File: src/rtl/mux3_pkg.sv
// mux3_pkg -- shared definitions for the mux3 block.
//   sel_t            : 2-bit select code type
//   SEL_D0..SEL_RSVD : select code constants (SEL_RSVD also routes to d2)
//   is_rsvd()        : true when a select code is the reserved value
package mux3_pkg;

  typedef logic [1:0] sel_t;

  localparam sel_t SEL_D0   = 2'd0;
  localparam sel_t SEL_D1   = 2'd1;
  localparam sel_t SEL_D2   = 2'd2;
  localparam sel_t SEL_RSVD = 2'd3;

  function automatic logic is_rsvd(input sel_t sel);
    return (sel == SEL_RSVD);
  endfunction

endpackage

File: src/rtl/mux3_outreg.sv
// mux3_outreg -- WIDTH-wide data register with asynchronous active-low reset.
// Ports:
//   clk   : clock, rising edge
//   rst_n : asynchronous active-low reset, clears q immediately
//   d     : data in
//   q     : registered data out
module mux3_outreg #(
  parameter int WIDTH = 16
) (
  input  logic             clk,
  input  logic             rst_n,
  input  logic [WIDTH-1:0] d,
  output logic [WIDTH-1:0] q
);

  logic [WIDTH-1:0] q_reg;

  always_ff @(posedge clk or negedge rst_n) begin
    if (!rst_n) begin
      q_reg <= '0;
    end else begin
      q_reg <= d;
    end
  end

  assign q = q_reg;

endmodule

File: src/rtl/mux3.sv
// mux3 -- 3-input data selector with a sticky reserved-select flag.
// Configuration macro: MUX3_OUTREG_EN
//   defined   : y is registered (1-cycle latency, cleared by rst_n)
//   undefined : y is purely combinational and ignores clk/rst_n
// Ports:
//   clk     : clock, rising edge
//   rst_n   : asynchronous active-low reset
//   d0/d1/d2: WIDTH-bit data operands (d2 serves s=2 and s=3)
//   s       : 2-bit select code
//   y       : selected data
//   sel_err : sticky, set once s=3 has been sampled after reset release
module mux3
  import mux3_pkg::*;
#(
  parameter int WIDTH = 16
) (
  input  logic             clk,
  input  logic             rst_n,
  input  logic [WIDTH-1:0] d0,
  input  logic [WIDTH-1:0] d1,
  input  logic [WIDTH-1:0] d2,
  input  logic [1:0]       s,
  output logic [WIDTH-1:0] y,
  output logic             sel_err
);

  sel_t             sel;
  logic [WIDTH-1:0] mux_y;

  assign sel = sel_t'(s);

  // s[1] has priority: both 2 and 3 route to d2.
  always_comb begin
    mux_y = d2;
    case (sel)
      SEL_D0:  mux_y = d0;
      SEL_D1:  mux_y = d1;
      default: mux_y = d2;
    endcase
  end

`ifdef MUX3_OUTREG_EN
  mux3_outreg #(
    .WIDTH (WIDTH)
  ) u_outreg (
    .clk   (clk),
    .rst_n (rst_n),
    .d     (mux_y),
    .q     (y)
  );
`else
  assign y = mux_y;
`endif

  // armed_reg is 0 on the edge where reset is released, so an s=3 coinciding
  // with the release edge is ignored; from the next edge on, s=3 is latched.
  logic armed_reg;
  logic sel_err_reg;
  logic sel_err_next;

  always_comb begin
    sel_err_next = sel_err_reg;
    if (armed_reg && is_rsvd(sel)) begin
      sel_err_next = 1'b1;
    end
  end

  always_ff @(posedge clk or negedge rst_n) begin
    if (!rst_n) begin
      armed_reg   <= 1'b0;
      sel_err_reg <= 1'b0;
    end else begin
      armed_reg   <= 1'b1;
      sel_err_reg <= sel_err_next;
    end
  end

  assign sel_err = sel_err_reg;

endmodule

File: config.mk
export PLATFORM = sky130hd
export DESIGN_NAME = mux3
export DESIGN_NICKNAME = d
export VERILOG_FILES = /design/src/rtl/mux3_pkg.sv /design/src/rtl/mux3_outreg.sv /design/src/rtl/mux3.sv
export SDC_FILE = /design/constraint.sdc
export NUM_CORES = 1
export LEC_CHECK = 0
export ABC_AREA = 0
export CELL_PAD_IN_SITES_DETAIL_PLACEMENT = 1
export CELL_PAD_IN_SITES_GLOBAL_PLACEMENT = 2
export CORE_MARGIN = 2
export CORE_UTILIZATION = 10
export CTS_CLUSTER_DIAMETER = 200
export DETAILED_ROUTE_END_ITERATION = 10
export GPL_TIMING_DRIVEN = 0
export PLACE_DENSITY_LB_ADDON = 0.1
export SYNTH_ARGS = -nofsm -noshare
export SYNTH_HDL_FRONTEND = slang
export SYNTH_SLANG_ARGS = --single-unit
File: constraint.sdc
create_clock -name clk -period 1 [get_ports clk]
set_clock_uncertainty 0.1 [all_clocks]
set_input_delay 0.2 -clock clk [delete_from_list [all_inputs] [get_ports clk]]
set_output_delay 0.2 -clock clk [all_outputs]
set_load 0.1 [all_outputs]
==> results of run 1 <==
==> per-stage QoR <==
step | TNS (ps) | setup WS, ps
final | -4750 | -322
after global routing | -5200 | -338
after CTS | -4640 | -301
after detailed placement | -31350 | -2000
after global placement | -31150 | -1980
after floorplan | -6660 | -461
==> critical path: stages <==
cell       delay (ps)
buf_12            110
clkbuf_16         160
mux2i_4           190
o21ai_4           160
buf_12            190
==> synth_stat cells <==
cell       n  area [um^2]
mux2i_1   16          160
nand2_1   16         60.1
o21ai_1    9         45.0
o21ai_0    7         35.0
buf_2      2         10.0
dfrtp_1    2         50.1
a31o_2     1         8.76
buf_12     1         20.0
buf_6      1         11.3
clkbuf_1   1         3.75
conb_1     1         3.75
==> layout make-up <==
cell class | instances | area [um^2]
buffer | 5 | 104
clock buffer | 4 | 45.0
fill | 407 | 2130
tap | 50 | 62.6
sequential | 2 | 53.8
antenna | 1 | 2.50
timing repair buffer | 72 | 877
multi-input combinational | 50 | 698
==> repair_timing <==
action,4_1_cts,5_1_grt
pin swaps,20,11
endpoints found under the setup margin,18,17
cloned,1,1
buffers inserted,2,1
gates resized for setup,249,14
==> cell families (layout without fill, tap and decap cells) <==
family / count (synthesis) / in the layout
compound gates: 17 / 17
mux: 16 / 16
simple gates: 16 / 16
buf+inv: 5 / 81
flops: 2 / 2
other cells: 1 / 2
==> layer usage <==
metal	track usage (%)	routed length, um	vias to the layer above
met2	21.9	1380	52
met3	5.10	364	4
met5	0	0	-
met1	12.0	864	337
met4	4.50	38	0
li1	-	-	352
==> worst max path at each step <==
stage	startpoint	end	cells past startpoint	slack, ps
global placement	s[1]	y[2]	5	-1980
CTS	d2[2]	y[2]	4	-300
finish	s[0]	y[5]	5	-320
global route	s[0]	y[7]	5	-340
floorplan	s[0]	y[10]	4	-460
detailed placement	s[1]	y[2]	5	-2000
==> power groups by stage <==
stage / Clock (uW) / Sequential, uW / Combinational, uW
2_1_floorplan: 0 / 86.2 / 665
3_3_place_gp: 0 / 85.3 / 996
3_5_place_dp: 0 / 85.5 / 1010
4_1_cts: 350 / 84.7 / 1210
5_1_grt: 362 / 84.8 / 1320
6_report: 343 / 84.6 / 1270
==> run_results.csv, run 1 <==
group,metric,value,unit
clock_network,clock-root-buffer,"clkbuf_8",
clock_network,hold_buffers,0,
global_route,grt_max_degree,11,
finish,layout_commonest_cell,"dlygate4sd2_1",
global_route,grt_pass1_vias,805,
power,p_leak,0.000757,uW
timing,timing.final.ws_setup,-322,ps
place,gp_congestion,0.580,
clock_network,clk_latency,220,ps
power,clkPwrFrac,20.2,%
logic_synthesis,netlist_instances,57,
power,seqPwrFrac,5.0,%
finish,drive_gt1_share,60.9,%
timing,fmax,0.757,GHz
clock_network,cts_sinks,2,
finish,final_cell_area,1840,um^2
clock_network,cts_tree,"yes",
logic_synthesis,synth_compound_area_share,21.8,%
drt,ant_nets,0,
floorplanning,die_y,67.9,um
drt,first_iter_violations,7,
floorplanning,fp.dieW,67.9,um
logic_synthesis,yosysWarnings,0,
logic_synthesis,yosysUniqueCellTypes,11,
timing,period_share,132,%
logic_synthesis,synth_mux_area_share,39.3,%
critical_path,reg2reg_to,"sel_err",
power,p_int,908,uW
critical_path,rr_startpoint,"sel_err",
global_route,antenna_found_initial,1,
logic_synthesis,synthAdderAreaFrac,0,%
power,power,1700,uW
timing,maxSlewViolCount,0,
logic_synthesis,ys_ff_latch,2,
power,powerDensity,920,nW/um^2
clock_network,clock_path_buffers,2,
finish,final_cell_mix,"42 x dlygate4sd2_1, 21 x buf_12, 16 x nand2_2, 16 x o21ai_4, 12 x mux2i_4",
logic_synthesis,synthXorXnorAreaFrac,0,%
outcome,run_status,"finished with violations",
timing,holdWs,49.5,ps
place,dp_cells,174,
drt,routed_wl,2640,um
critical_path,critPathKind,"input pin to primary output",
logic_synthesis,synth_top_family_by_area,"multiplexers",
place,placed_area,1350,um^2
floorplanning,core_area,3970,um^2
floorplanning,die-area,4610,um^2
floorplanning,core.rowCount,23,
drt,drt-pass1-iter-count,3,
critical_path,required,700,ps
finish,final_net_count,186,
critical_path,start_kind,"input pin",
drt,drc,0,
timing,rsz0062_at_grt,"yes",
critical_path,worstSetupEndpointType,"primary output",
worst_hold_path,hold_path_class,"input pin to async pin",
logic_synthesis,synth_nets,109,
logic_synthesis,yosys.area_share.simple,14.7,%
place,port_buffers,67,
power,p_sw,788,uW
power,vdd_ir_drop_max,329,uV
global_route,grt.overflow.total,0,
finish,stdcell_count,184,
critical_path,path_max_fanout,5,
outcome,violations,"setup timing",
drt,vias,745,
clock_network,cts_buffers,3,
clock_network,clk_pin_slew,30,ps
timing,setup_violations,17,
job,maxCapViolations,0,
timing,min_period,1320,ps
critical_path,r2r_cells,1,
global_route,grt.total_usage,12.0,%
timing,hold_viol_final,0,
logic_synthesis,synth_area_per_cell,7.16,um^2
power,swShare,46.5,%
floorplanning,pin_count,69,
finish,syn2layout_area_growth,352,%
floorplanning,start_util,10.3,%
drt,wl_per_cell,14.4,um
critical_path,critPathArrivalTime,1020,ps
logic_synthesis,syn_area,408,um^2
place,dp.final_hpwl,1890,um
power,combPwrFrac,74.8,%
clock_network,cts_htree_levels,1,
global_route,grt_pass1_wl,3980,um
drt,viasPerCell,4.05,
logic_synthesis,seq_area_frac_synth,12.3,%
finish,post-route-util,46.4,%
critical_path,regToRegSetupSlack,100,ps
Note: power is estimated with default switching activity, not from simulation.
==> inputs of run 2 (changes only) <==
--- a/config.mk
+++ b/config.mk
@@ -10,6 +10,7 @@
 export CELL_PAD_IN_SITES_GLOBAL_PLACEMENT = 2
 export CORE_MARGIN = 2
 export CORE_UTILIZATION = 10
+export CTS_BUF_LIST = sky130_fd_sc_hd__clkbuf_8
 export CTS_CLUSTER_DIAMETER = 200
 export DETAILED_ROUTE_END_ITERATION = 10
 export GPL_TIMING_DRIVEN = 0
==> run 2 against run 1 <==
The run still ends with setup timing left. Sequential power hardly changed. Register-to-register slack hardly changed. Final area is the same. Non-clock buffer count stayed put. Critical endpoint unchanged. Cell count unchanged. Die area is the same. Clock power shrank 3%.
==> run_results.csv, run 2 (synthesis gave the netlist of run 1 again) <==
group,metric,value,unit
clock_network,cts_sinks,2,
power,p_leak,0.000761,uW
finish,drive_gt1_share,60.9,%
drt,wl_per_cell,14.4,um
global_route,grt.overflow.total,0,
timing,fin_tns_setup,-4750,ps
clock_network,clk_latency,220,ps
global_route,grt.total_usage,12.0,%
clock_network,clock-root-buffer,"clkbuf_8",
finish,layout_commonest_cell,"dlygate4sd2_1",
floorplanning,fp.dieW,67.9,um
place,pre_cts_ws,-2000,ps
global_route,grtUsageMet2,21.9,%
drt,viasPerCell,4.05,
outcome,violations,"setup timing",
timing,timing.final.ws_setup,-322,ps
global_route,grt_pass1_wl,3980,um
finish,final_cell_mix,"42 x dlygate4sd2_1, 21 x buf_12, 16 x nand2_2, 16 x o21ai_4, 12 x mux2i_4",
floorplanning,die_y,67.9,um
place,dp.final_hpwl,1890,um
critical_path,crit_chain,"buf_12 > clkbuf_16 > mux2i_4 > o21ai_4 > buf_12",
critical_path,critPathKind,"input pin to primary output",
critical_path,cp_common_cell,"buf_12",
critical_path,start_kind,"input pin",
critical_path,regToRegSetupSlack,100,ps
timing,period_share,132,%
place,dp_cells,174,
timing,setup_violations,17,
floorplanning,die-area,4610,um^2
clock_network,cts_buffers,3,
global_route,grt_busiest_layer,"met2",
global_route,antenna_found_initial,1,
floorplanning,start_util,10.3,%
timing,hold_viol_final,0,
clock_network,cts_htree_levels,1,
critical_path,max_stage_delay,190,ps
finish,syn2layout_area_growth,352,%
clock_network,clk_pin_slew,30,ps
floorplanning,core_area,3970,um^2
finish,stdcell_count,184,
critical_path,required,700,ps
floorplanning,core.rowCount,23,
timing,min_period,1320,ps
job,maxCapViolations,0,
drt,drt-pass1-iter-count,3,
power,powerDensity,915,nW/um^2
power,vdd_ir_drop_max,329,uV
global_route,grt_max_degree,11,
finish,multi_input_area,698,um^2
drt,routed_wl,2640,um
drt,vias,745,
drt,first_iter_violations,7,
global_route,grt.met1_usage,12.0,%
finish,final_cell_area,1840,um^2
critical_path,slowest_stage,"mux2i_4",
drt,ant_nets,0,
worst_hold_path,hold_path_class,"input pin to async pin",
place,port_buffers,67,
clock_network,cts_tree,"yes",
place,placed_area,1350,um^2
place,gp_congestion,0.580,
finish,final_net_count,186,
outcome,run_status,"finished with violations",
drt,drc,0,
global_route,grt_pass1_vias,805,
timing,maxSlewViolCount,0,
timing,rsz0062_at_grt,"yes",
floorplanning,pin_count,69,
clock_network,clock_path_buffers,2,
timing,fmax,0.757,GHz
clock_network,hold_buffers,0,
global_route,use_met3,5.10,%
finish,nFillCells,407,
critical_path,path_max_fanout,5,
critical_path,worstSetupEndpointType,"primary output",
critical_path,critPathArrivalTime,1020,ps
finish,seqCellArea,53.8,um^2
-- run 2: routing by layer --
metal,vias to the layer above,share of wire [%]
met1,337,33
met3,4,14
met2,52,52
met4,0,1.4
li1,352,-
met5,-,0
-- run 2: repair_timing --
| action | in CTS | in global routing |
|---|---|---|
| endpoints found under the setup margin | 18 | 17 |
| pin swaps | 20 | 11 |
| gates cloned | 1 | 1 |
| gates resized for setup | 249 | 14 |
| buffers inserted | 2 | 1 |
-- run 2: layout make-up --
type                    instances  share of cell area, %
diodes                          1                  0.136
plain buffers                   5                   5.63
clock buffers                   3                   2.24
clock inverters                 1                  0.204
multi-input cells              50                   37.9
flip-flops and latches          2                   2.92
well taps                      50                   3.39
repair buffers                 72                   47.6
-- run 2: power breakdown --
part           switching (uW)  internal (uW)  leakage, uW
Clock                    72.9            260    0.0000269
Combinational             715            553     0.000713
Sequential              0.743           83.8    0.0000206
-- run 2: final timing paths --
| path | from | endpoint | cells past startpoint |
|---|---|---|---|
| worst max-delay path | s[0] | y[5] | 5 |
| worst min-delay path | rst_n | sel_err | 1 |
| worst max register to register | sel_err | sel_err | 1 |
| worst min register to register | armed_reg | sel_err | 1 |
| max in group asynchronous | rst_n | sel_err | 1 |
| min in group clk | s[1] | sel_err | 3 |
-- run 2: through the flow --
step | total power [uW] | hold slack [ps] | util (%)
6_report | 1690 | 49.0 | 46.4
5_1_grt | 1760 | 56.4 | 46.4
4_1_cts | 1630 | 51.3 | 42.8
3_5_place_dp | 1090 | 281 | 34.0
3_3_place_gp | 1080 | 271 | 34.0
2_1_floorplan | 752 | -196 | -
-- run 2: critical path, delay by kind of cell --
kind                   cells  cell delay (ps)
AO/OA/AOI/OAI              1              160
buffers and inverters      3              460
multiplexers               1              190
==> inputs of run 3 (changes only) <==
--- a/config.mk
+++ b/config.mk
@@ -8,12 +8,13 @@
 export ABC_AREA = 0
 export CELL_PAD_IN_SITES_DETAIL_PLACEMENT = 1
 export CELL_PAD_IN_SITES_GLOBAL_PLACEMENT = 2
-export CORE_MARGIN = 2
+export CORE_MARGIN = 3
 export CORE_UTILIZATION = 10
 export CTS_BUF_LIST = sky130_fd_sc_hd__clkbuf_8
 export CTS_CLUSTER_DIAMETER = 200
 export DETAILED_ROUTE_END_ITERATION = 10
 export GPL_TIMING_DRIVEN = 0
+export MAX_ROUTING_LAYER = met4
 export PLACE_DENSITY_LB_ADDON = 0.1
 export SYNTH_ARGS = -nofsm -noshare
 export SYNTH_HDL_FRONTEND = slang
==> run 3 against run 2 <==
The flow still finishes with violations (setup timing). Critical path depth fell by 1. Hold slack got worse by 2.5 ps. Sequential power barely moved. Sequential cell count did not move. Sequential share of layout area barely moved. Critical endpoint is now y[14].
==> run_results.csv, run 3 (synthesis gave the netlist of run 1 again) <==
group,metric,value,unit
clock_network,clock_path_buffers,2,
place,port_buffers,67,
global_route,grt.overflow.total,0,
place,dp_cells,172,
floorplanning,core_area,3800,um^2
critical_path,critPathArrivalTime,1010,ps
finish,seqCellArea,53.8,um^2
job,maxCapViolations,0,
place,gp_congestion,0.766,
worst_hold_path,hold_path_class,"input pin to async pin",
finish,multi_input_area,673,um^2
clock_network,clk_pin_slew,30,ps
floorplanning,core.rowCount,22,
outcome,violations,"setup timing",
critical_path,max_stage_delay,460,ps
clock_network,cts_buffers,3,
power,p_leak,0.000781,uW
floorplanning,die-area,4880,um^2
clock_network,cts_htree_levels,1,
drt,viasPerCell,3.98,
global_route,grt.total_usage,11.3,%
timing,min_period,1310,ps
floorplanning,die_y,69.9,um
critical_path,required,700,ps
finish,diodes,0,
drt,routed_wl,2560,um
timing,setup_violations,17,
timing,timing.final.ws_setup,-308,ps
critical_path,critPathKind,"input pin to primary output",
timing,rsz0062_at_grt,"yes",
timing,hold_viol_final,0,
timing,period_share,131,%
floorplanning,fp.dieW,69.9,um
critical_path,worstSetupEndpointType,"primary output",
clock_network,clock-root-buffer,"clkbuf_8",
timing,maxSlewViolCount,0,
clock_network,clk_latency,220,ps
finish,post-route-util,48.4,%
floorplanning,start_util,10.7,%
finish,final_cell_mix,"33 x dlygate4sd2_1, 19 x buf_12, 16 x o21ai_4, 13 x nand2_2, 10 x mux2i_4",
power,powerDensity,916,nW/um^2
drt,wl_per_cell,14.0,um
clock_network,cts_tree,"yes",
clock_network,cts_sinks,2,
outcome,run_status,"finished with violations",
drt,drt-pass1-iter-count,2,
critical_path,start_kind,"input pin",
drt,ant_nets,0,
critical_path,slowest_stage,"clkdlybuf4s50_1",
global_route,grt_max_degree,11,
global_route,grt_pass1_vias,883,
timing,fin_tns_setup,-4670,ps
drt,first_iter_violations,6,
finish,layout_commonest_cell,"dlygate4sd2_1",
power,vdd_ir_drop_max,388,uV
timing,fmax,0.765,GHz
finish,drive_gt1_share,60.0,%
drt,drc,0,
finish,syn2layout_area_growth,351,%
critical_path,crit_chain,"clkdlybuf4s50_1 > nand2_1 > o21ai_4 > buf_12",
drt,vias,729,
finish,stdcell_count,183,
clock_network,hold_buffers,0,
global_route,antenna_found_initial,0,
finish,nFillCells,388,
global_route,grt_pass1_wl,4290,um
critical_path,path_max_fanout,1,
finish,final_net_count,188,
floorplanning,pin_count,69,
[run 3: cell types whose count changed in the layout (fill, tap and decap cells not counted), moves of 3 or more]
cell and delta:
nand2_2 -3, nand2_1 +3, clkdlybuf4s50_1 +7, dlymetal6s2s_1 +3, dlygate4sd2_1 -9, buf_4 +3
[run 3: worst paths after layout]
kind	from	to	slack (ps)	depth (start not counted)
worst max-delay path	d2[14]	y[14]	-310	4
worst min register to register	armed_reg	sel_err	380	1
worst min-delay path	rst_n	sel_err	50	1
min in group clk	s[1]	sel_err	160	2
worst max register to register	sel_err	sel_err	100	1
max in group asynchronous	rst_n	sel_err	620	1
[run 3: routing by layer]
metal / GRT usage (%) / routed length (um) / up-vias
li1: - / - / 356
met1: 13.4 / 1060 / 323
met2: 19.1 / 1300 / 48
met4: 3.83 / 19 / 0
met5: - / 0 / -
met3: 2.01 / 182 / 2
[run 3: worst max-delay path, delay by kind of cell]
family	cells	cell delay, ps
and+or+nand+nor	1	80
AOI/OAI and AO/OA	1	80
buffers and inverters	2	650
[run 3: final cells by class]
type                       count  share of cell area, %
timing repair buffer          74                   48.7
multi-input combinational     50                   36.6
buffer                         5                   6.05
tap                           48                   3.27
sequential                     2                   2.93
clock buffer                   3                   2.24
clock inverter                 1                  0.204
[run 3: report_power, final]
group	total, uW	switching [uW]	internal [uW]
sequential	84.5	0.631	83.8
clock	332	72.0	260
combinational	1270	706	562
total	1680	778	906
[run 3: repair_timing]
action                                  CTS  global route
setup buffers                             5             0
hold endpoints to repair                  0             0
gates resized for setup                 238            15
endpoints found under the setup margin   18            17
pin swaps                                18            12
cloned                                    2             0
[run 3: stage by stage]
stage / instance area, um^2 / total power, uW / hold WS (ps) / setup WS (ps)
detailed placement: 1350 / 1090 / 273 / -1970
finish: 1840 / 1680 / 46.5 / -308
floorplan: 617 / 752 / -196 / -461
global placement: 1350 / 1080 / 268 / -1970
CTS: 1810 / 1710 / 41.3 / -341
global route: 1840 / 1750 / 52.4 / -334
